==> src/rtl/mem_pkg.sv <==
// Shared definitions for the memory-access stage: bus layouts, FSM states, byte lanes.
// The packed structs fix the field order (MSB first), and therefore every field offset, of both buses.
package mem_pkg;

    localparam int EM_W   = 155;
    localparam int MW_W   = 119;
    localparam int BYTE_W = 8;

    localparam logic [3:0] LANE_BYTE0 = 4'b0001;
    localparam logic [3:0] LANE_WORD  = 4'b1111;

    typedef enum logic [1:0] {
        S_EMPTY = 2'd0,
        S_ISSUE = 2'd1,
        S_READY = 2'd2
    } state_t;

    typedef struct packed {
        logic        inst_load;
        logic        inst_store;
        logic        ls_word;
        logic        lb_sign;
        logic [31:0] store_data;
        logic [31:0] exe_result;
        logic [31:0] lo_result;
        logic        hi_write;
        logic        lo_write;
        logic        wen;
        logic [4:0]  wdest;
        logic        mfhi;
        logic        mflo;
        logic        mtc0;
        logic        mfc0;
        logic [7:0]  cp0r_addr;
        logic        syscall;
        logic        eret;
        logic        overflow;
        logic [31:0] pc;
    } em_bus_t;

    typedef struct packed {
        logic        wen;
        logic [4:0]  wdest;
        logic [31:0] mem_result;
        logic [31:0] lo_result;
        logic        hi_write;
        logic        lo_write;
        logic        mfhi;
        logic        mflo;
        logic        mtc0;
        logic        mfc0;
        logic [7:0]  cp0r_addr;
        logic        syscall;
        logic        eret;
        logic        overflow;
        logic [31:0] pc;
    } mw_bus_t;

endpackage

==> src/rtl/mem_align.sv <==
// Byte-lane steering for the data RAM: store enables and replicated data,
// and load byte extraction with sign or zero extension.
module mem_align
    import mem_pkg::*;
(
    input  logic        i_ls_word,
    input  logic        i_lb_sign,
    input  logic [1:0]  i_addr,
    input  logic [31:0] i_store_data,
    input  logic [31:0] i_load_word,
    output logic [3:0]  o_wen_mask,
    output logic [31:0] o_wdata,
    output logic [31:0] o_load_result
);

    logic [BYTE_W-1:0] w_byte;

    // NOTE: every output of a combinational block is assigned on every path so no latch is inferred.
    always_comb begin
        case (i_addr)
            2'd0:    w_byte = i_load_word[7:0];
            2'd1:    w_byte = i_load_word[15:8];
            2'd2:    w_byte = i_load_word[23:16];
            default: w_byte = i_load_word[31:24];
        endcase

        if (i_ls_word) begin
            o_wen_mask    = LANE_WORD;
            o_wdata       = i_store_data;
            o_load_result = i_load_word;
        end else begin
            o_wen_mask    = LANE_BYTE0 << i_addr;
            o_wdata       = {4{i_store_data[BYTE_W-1:0]}};
            o_load_result = {{24{i_lb_sign & w_byte[BYTE_W-1]}}, w_byte};
        end
    end

endmodule

==> src/rtl/mem_stage.sv <==
// Memory-access pipeline stage: latches EXE->MEM, drives the synchronous data RAM, builds MEM->WB.
// Define MEM_FWD_EN to drive the MEM-stage forwarding outputs; otherwise they are tied to 0.
module mem_stage
    import mem_pkg::*;
(
    input  logic            clk,
    input  logic            reset,
    input  logic            EXE_over,
    input  logic [EM_W-1:0] EXE_MEM_bus,
    input  logic            WB_allow_in,
    input  logic            cancel,
    output logic            MEM_allow_in,
    output logic            MEM_valid,
    output logic            MEM_over,
    output logic [MW_W-1:0] MEM_WB_bus,
    output logic [4:0]      MEM_wdest,
    output logic [31:0]     dm_addr,
    output logic [3:0]      dm_wen,
    output logic [31:0]     dm_wdata,
    input  logic [31:0]     dm_rdata,
    output logic            MEM_fwd_valid,
    output logic [31:0]     MEM_fwd_data
);

    state_t      r_state;
    state_t      w_next_state;
    state_t      w_accept_state;
    logic        r_valid;
    em_bus_t     r_bus;
    em_bus_t     w_bus_in;
    logic [31:0] r_load_data;
    logic        w_accept;
    logic        w_handoff;
    logic [3:0]  w_wen_mask;
    logic [31:0] w_wdata;
    logic [31:0] w_load_result;
    logic [31:0] w_mem_result;
    mw_bus_t     w_wb;

    assign w_bus_in       = em_bus_t'(EXE_MEM_bus);
    assign MEM_valid      = r_valid;
    assign MEM_over       = (r_state == S_READY);
    assign MEM_allow_in   = !r_valid | (MEM_over & WB_allow_in);
    assign w_accept       = EXE_over & MEM_allow_in & !cancel;
    assign w_handoff      = MEM_over & WB_allow_in;
    assign w_accept_state = (w_bus_in.inst_load | w_bus_in.inst_store) ? S_ISSUE : S_READY;

    always_comb begin
        w_next_state = r_state;
        if (cancel) begin
            w_next_state = S_EMPTY;
        end else begin
            case (r_state)
                S_EMPTY: if (w_accept) w_next_state = w_accept_state;
                S_ISSUE: w_next_state = S_READY;
                S_READY: begin
                    if (w_accept)         w_next_state = w_accept_state;
                    else if (WB_allow_in) w_next_state = S_EMPTY;
                end
                default: w_next_state = S_EMPTY;
            endcase
        end
    end

    // NOTE: state registers use non-blocking assignments so every flop samples pre-edge values.
    always_ff @(posedge clk) begin
        if (reset) begin
            r_state     <= S_EMPTY;
            r_valid     <= 1'b0;
            r_bus       <= '0;
            r_load_data <= '0;
        end else begin
            r_state <= w_next_state;
            if (cancel)         r_valid <= 1'b0;
            else if (w_accept)  r_valid <= 1'b1;
            else if (w_handoff) r_valid <= 1'b0;
            if (w_accept) r_bus <= w_bus_in;
            // RAM data for the address driven during S_ISSUE is sampled on the edge leaving it.
            if (r_state == S_ISSUE && r_bus.inst_load) r_load_data <= dm_rdata;
        end
    end

    mem_align u_align (
        .i_ls_word     (r_bus.ls_word),
        .i_lb_sign     (r_bus.lb_sign),
        .i_addr        (r_bus.exe_result[1:0]),
        .i_store_data  (r_bus.store_data),
        .i_load_word   (r_load_data),
        .o_wen_mask    (w_wen_mask),
        .o_wdata       (w_wdata),
        .o_load_result (w_load_result)
    );

    assign dm_addr      = {r_bus.exe_result[31:2], 2'b00};
    assign dm_wdata     = w_wdata;
    // Enables exist only in the single S_ISSUE cycle, so a stalled store never writes twice.
    assign dm_wen       = (r_state == S_ISSUE && r_bus.inst_store && !cancel) ? w_wen_mask : 4'b0000;
    assign w_mem_result = r_bus.inst_load ? w_load_result : r_bus.exe_result;
    assign MEM_wdest    = r_bus.wdest & {5{r_valid}};

    always_comb begin
        w_wb.wen        = r_bus.wen;
        w_wb.wdest      = r_bus.wdest;
        w_wb.mem_result = w_mem_result;
        w_wb.lo_result  = r_bus.lo_result;
        w_wb.hi_write   = r_bus.hi_write;
        w_wb.lo_write   = r_bus.lo_write;
        w_wb.mfhi       = r_bus.mfhi;
        w_wb.mflo       = r_bus.mflo;
        w_wb.mtc0       = r_bus.mtc0;
        w_wb.mfc0       = r_bus.mfc0;
        w_wb.cp0r_addr  = r_bus.cp0r_addr;
        w_wb.syscall    = r_bus.syscall;
        w_wb.eret       = r_bus.eret;
        w_wb.overflow   = r_bus.overflow;
        w_wb.pc         = r_bus.pc;
    end

    assign MEM_WB_bus = w_wb;

`ifdef MEM_FWD_EN
    assign MEM_fwd_valid = MEM_over & r_bus.wen;
    assign MEM_fwd_data  = w_mem_result;
`else
    assign MEM_fwd_valid = 1'b0;
    assign MEM_fwd_data  = 32'd0;
`endif

endmodule
==> config.mk <==
export PLATFORM = sky130hd
export DESIGN_NAME = mem_stage
export DESIGN_NICKNAME = d
export VERILOG_FILES = /design/src/rtl/mem_pkg.sv /design/src/rtl/mem_align.sv /design/src/rtl/mem_stage.sv
export SDC_FILE = /design/constraint.sdc
export NUM_CORES = 1
export LEC_CHECK = 0
export BUFFER_PORTS_ARGS = -buffer_cell sky130_fd_sc_hd__buf_4
export CORE_MARGIN = 2
export CORE_UTILIZATION = 26
export DETAILED_ROUTE_END_ITERATION = 6
export MAX_ROUTING_LAYER = met4
export REMOVE_ABC_BUFFERS = 1
export SYNTH_ARGS = -nofsm -noshare
export SYNTH_HDL_FRONTEND = slang
export SYNTH_SLANG_ARGS = --single-unit
==> constraint.sdc <==
create_clock -name clk -period 1.55 [get_ports clk]
set_clock_uncertainty 0.2 [all_clocks]
set_input_delay 0.155 -clock clk [delete_from_list [all_inputs] [get_ports clk]]
set_output_delay 0.155 -clock clk [all_outputs]
set_load 0.03 [all_outputs]
Yosys cells after proc, flatten, opt, wreduce, memory -nomap -nowiden
Index checks and enable logic that the tools add are counted.
W data, S select, Z words.
{"block": "totals", "ff_bits": 190, "latchBits": 0, "ramBits": 0, "romBits": 0, "in_bits": 192, "output_inout_bits": 228, "word_cells": 60, "mem_count": 0}
{"block": "classes", "add_sub_neg": 0, "mul": 0, "div_mod_pow": 0, "magnitude_cmp": 0, "eq_ne": 6, "n_shift": 1, "mux": 13, "bitwise": 7, "reduce_logical": 10}
{"cell": "$mux W32", "count": 3}
{"cell": "$pmux W8 S3", "count": 1}
{"cell": "$mux W2", "count": 4}
{"cell": "$mux W4", "count": 2}
{"cell": "$pmux W2 S3", "count": 1}
{"cell": "$and A5 B5 Y5", "count": 1}
{"cell": "$and A1 B1 Y1", "count": 4}
{"cell": "$eq A2 B1 Y1 const B", "count": 2}
{"cell": "$eq A2 B2 Y1 const B", "count": 2}
{"cell": "$logic_not A2 Y1", "count": 2}
{"cell": "$shl A1 B2 Y4 const A", "count": 1}
{"cell": "$logic_and A1 B1 Y1", "count": 3}
{"cell": "$ne A3 B2 Y1 const B", "count": 1}
{"cell": "$logic_not A1 Y1", "count": 2}
{"cell": "$mux W1", "count": 2}
{"cell": "$ne A2 B2 Y1 const B", "count": 1}
{"cell": "$or A1 B1 Y1", "count": 2}
{"cell": "$reduce_and A2 Y1", "count": 1}
{"cell": "$reduce_bool A2 Y1", "count": 1}
{"cell": "$reduce_or A2 Y1", "count": 1}

Longest topological paths before layout
{"block": "logic_depth", "depth_word": 7, "ltp_mapped": 5, "depth_no_buf": 3}

Cells and area by module
Synthesis repeated with hierarchy kept, for this count alone.
{"block": "unflattened", "cells_unflattened": 865, "hier_area_um2": 8520.7}
{"module": "mem_stage", "n_inst": 1, "cells_each": 705, "area_per_inst_um2": 7566.0, "seq_area_each_um2": 3803.6}
{"module": "mem_align", "n_inst": 1, "cells_each": 160, "area_per_inst_um2": 954.7, "seq_area_each_um2": 0.0}

Worst setup path after synthesis
OpenSTA, ideal clock, no wires.
{"block": "synth_timing", "kind": "reg-to-output", "from": "reg r_bus[87] (netlist bit)", "to": "out MEM_WB_bus[100]", "arrival_time_ns": 1.640, "required_ns": 1.195, "slack_ns": -0.445, "stages_incl_launch_ff": 6, "path_buffers": 2, "path_cell_list": "dfxtp_1 > clkbuf_1 > nor2b_1 > a32oi_4 > buf_6 > a31oi_1"}
{"block": "synth_between", "elab_chain_cells": 5, "elab_cells_between_ends": 7, "classes_between": "2 x eq/ne; 3 x mux; 1 x bitwise; 1 x reduce/logical"}
{"item": "start: declaration", "line": "mem_stage.sv:29", "source": "em_bus_t r_bus;"}
{"item": "start signal: assignment", "line": "mem_stage.sv:77", "source": "if (w_accept) r_bus <= w_bus_in;"}
{"item": "$eq A2 B2 Y1, or another cell as far along", "line": "mem_align.sv:20", "source": "case (i_addr)"}
{"item": "$pmux W8 S3 (*)", "line": "mem_align.sv:20"}
{"item": "$and A1 B1 Y1 (*)", "line": "mem_align.sv:34", "source": "o_load_result = {{24{i_lb_sign & w_byte[BYTE_W-1]}}, w_byte};"}
{"item": "$mux W32 (*)", "line": "mem_align.sv:27", "source": "if (i_ls_word) begin"}
{"item": "$mux W32 (*)", "line": "mem_stage.sv:98", "source": "assign w_mem_result = r_bus.inst_load ? w_load_result : r_bus.exe_result;"}
{"item": "end: declaration", "line": "mem_stage.sv:15", "source": "output logic [MW_W-1:0] MEM_WB_bus,"}
Every way passes the cells marked *; elsewhere a longest branch is shown, timed or not.

Worst setup path in the final report
{"block": "layout_timing", "from": "reg r_bus[87] (netlist bit)", "to": "out MEM_WB_bus[94]"}
Same word-level chain as after synthesis.

==> key figures <==
Run status
  • Outcome: complete, but fails checks
  • Failing checks: negative setup slack

Floorplanning
  • Die height: 204 um
  • Die Wd: 204 um
  • Row cnt: 73
  • Die Area: 0.0418 mm2
  • # IOs: 420
  • Effective utilization at floorplan: 26.3%
  • Core area: 0.0397 mm2

Worst setup path
  • CP startpoint kind: flop
  • Crit path max fanout: 5
  • Worst path required time: 1.19 ns
  • Worst Setup Path Type: flop to output port
  • Crit. End Element: output port
  • Arrival time at the worst endpoint: 1.96 ns
  • Cells on worst reg2reg path: 9

Power and ir drop
  • P_sw: 4.00 mW
  • Clock share of power: 32.8%
  • Pwr Density: 738 mW/mm2
  • Comb pwr share: 26.9%
  • Leak pwr: 7.58 nW
  • Pint: 9.06 mW
  • VDD IR max: 0.721 mV
  • Switching share of power: 30.6%
  • Flop pwr share: 40.3%

Synthesis
  • Netlist Area Pre-Place: 0.0104 mm2
  • Seq/Total Area, Yosys: 36.4%
  • Netlist cell types: 35
  • EDFF count, synth: 0
  • Post-synth top flop: dfxtp_1
  • Syn Inst Count: 1202
  • Largest family of logic cells by synthesized area: simple AND/OR/NAND/NOR gates
  • Post-synthesis xor/xnor area fraction: 0%
  • Asr flop ratio synth: 0%
  • Seq cells post-synth: 190
  • Post-synthesis mux area share: 15.1%
  • Synth warn: 0
  • Synthesized-area fraction occupied by adder cells: 0%
  • Avg Cell Area, Syn: 8.69 um2
  • Post-Synth Simple-Gate Area: 26.2%
  • Post-synthesis compound-gate area fraction: 6.15%

Global routing
  • Largest net degree at the start of global routing: 60
  • First-pass GRT wire length: 54000 um
  • Vias in the first global route: 9939
  • Overflow after GRT: 0
  • GRT Total Usage: 17.1%
  • Antenna violations before repair: 2

Placement
  • Detailed Place HPWL: 23200 um
  • Pre-CTS WS: -0.406 ns
  • PortBufs: 384
  • GPL Wtd Cong: 0.835

Clocking
  • Clock Path Buffers: 2
  • Clk sink count: 190
  • CTS buffer count: 17
  • CTS H-Tree Depth: 4
  • Clk_lat worst skew: 0.44 ns
  • TritonCTS clock tree: yes
  • CTS root buf: clkbuf_16
  • Clock Pin Slew Worst Setup and Hold Paths: 0.07 ns

Flow run
  • Max-cap violations: 0

Drt
  • WL/cell: 16.3 um
  • Routed vias: 9689
  • Drt first pass iters: 5
  • Initial DRC Count: 452
  • Routed Antenna Nets: 0
  • Residual DRC: 0
  • Routed wire length: 36600 um
  • DR vias/cell: 4.31

STA
  • Slew Limit Fails: 0
  • FMAX: 431 MHz
  • Crit path setup slack, layout: -0.769 ns
  • Final setup viols: 236
  • Tightest Pin Transition: 0.518 ns
  • Final min period: 2.32 ns
  • Normalized max-slew margin: 65.5%
  • Hold violation total from the final report: 0
  • Period utilization: 150%
  • RSZ-0062 raised after global routing: true

Min path
  • Worst hold stages: 5
  • Type of the worst min-delay path: input pin to flop

Final layout
  • Post-Route Utilization: 44.5%
  • Layout area overhead: 69.5%
  • Commonest cells after routing, fill and taps aside: 385 x buf_4, 311 x nand2b_1, 190 x dlygate4sd3_1
  • Fin nets: 1901
  • Layout cell share with drive strength beyond 1: 38.5%
  • Commonest non-fill, non-tap cell in the layout: buf_4
==> layer usage <==
metal  vias to the layer above  global-route usage (%)  share of wire (%)
met5                         -                       -                  0
met4                         0                    6.44                2.8
met3                        57                    4.37                5.5
met2                       334                    28.9                 50
met1                      4577                    19.4                 42
li1                       4721                       -                  -
==> worst paths after layout <==
kind / from / endpoint / slack [ns]
max: r_bus[87]$_SDFFE_PP0N_ / MEM_WB_bus[94] / -0.77
min: cancel / r_state[1]$_SDFFE_PP0P_ / 0.05
max reg2reg: r_state[1]$_SDFFE_PP0P_ / MEM_WB_bus[50]$_SDFFE_PP0N_ / -0.24
min reg2reg: MEM_WB_bus[25]$_SDFFE_PP0N_ / MEM_WB_bus[25]$_SDFFE_PP0N_ / 0.27
==> layout make-up <==
class | count | area (um2)
fillers | 3664 | 22000
clock buffers | 21 | 460
flip-flops and latches | 190 | 3820
clock inverters | 10 | 81.3
well taps | 525 | 657
inverters | 9 | 43.8
repair buffers | 698 | 6760
diodes | 2 | 5.00
multi-input cells | 793 | 5870
==> sequential cells by signal (all words and copies together) (netlist names) <==
signal / flops
MEM_valid: 1
MEM_WB_bus: 87
r_state: 2
dm_addr: 30
r_bus: 38
r_load_data: 32
==> timing repair <==
| action | CTS | global route |
|---|---|---|
| endpoints found under the setup margin | 197 | 233 |
| endpoints found under the hold margin | 190 | 0 |
| hold buffers | 190 | 0 |
| gates resized for setup | 227 | 124 |
| cloned | 20 | 2 |
| buffers inserted | 32 | 14 |
| pin swaps | 47 | 42 |
==> critical path, cell delays in order, from the launching register on <==
cell and delay [ns]:
dfxtp_1 0.41, nor2b_2 0.25, a32oi_4 0.14, buf_6 0.15, buf_6 0.13, a31oi_1 0.23, buf_4 0.21
==> power groups by stage <==
stage	clock, mW	sequential, mW	combinational, mW
2_1_floorplan	0	5.68	1.11
3_3_place_gp	0	5.34	2.57
3_5_place_dp	0	5.35	2.60
4_1_cts	4.43	5.25	3.46
5_1_grt	4.62	5.29	3.72
6_report	4.28	5.27	3.52
==> stage by stage <==
step                power [mW]  instances  area [um2]  hold WS [ns]  setup TNS, ns
floorplan                 6.79        992        8920        0.0241       -1066.03
global placement          7.91       1975       13200         0.203         -13.14
detailed placement        7.95       1975       13200         0.213         -16.88
CTS                       13.1       2248       17300       0.00424         -58.17
global route              13.6       2248       17700        0.0542         -70.34
finish                    13.1       2248       17700        0.0479         -52.77
==> kinds of logic (layout without fill, tap and decap cells) <==
| group | after synthesis | count (layout) |
|---|---|---|
| and+or+nand+nor | 504 | 504 |
| other | 1 | 37 |
| AOI/OAI and AO/OA | 97 | 97 |
| DFF | 190 | 190 |
| buffers and inverters | 253 | 738 |
| muxes | 157 | 157 |
==> cell usage after synthesis, drive strengths merged, types with 5 or more instances <==
master / number / area, um2
and2: 5 / 31.3
a31oi: 26 / 163
dfxtp: 190 / 3800
o22ai: 7 / 43.8
nand2b: 311 / 1950
a21oi: 37 / 189
buf: 187 / 1430
o221ai: 7 / 61.3
nand2: 146 / 548
mux2i: 155 / 1550
inv: 9 / 33.8
o21a: 7 / 52.6
nor2: 29 / 109
clkbuf: 57 / 214
a221oi: 7 / 61.3
Power figures use the tool's default switching activity.
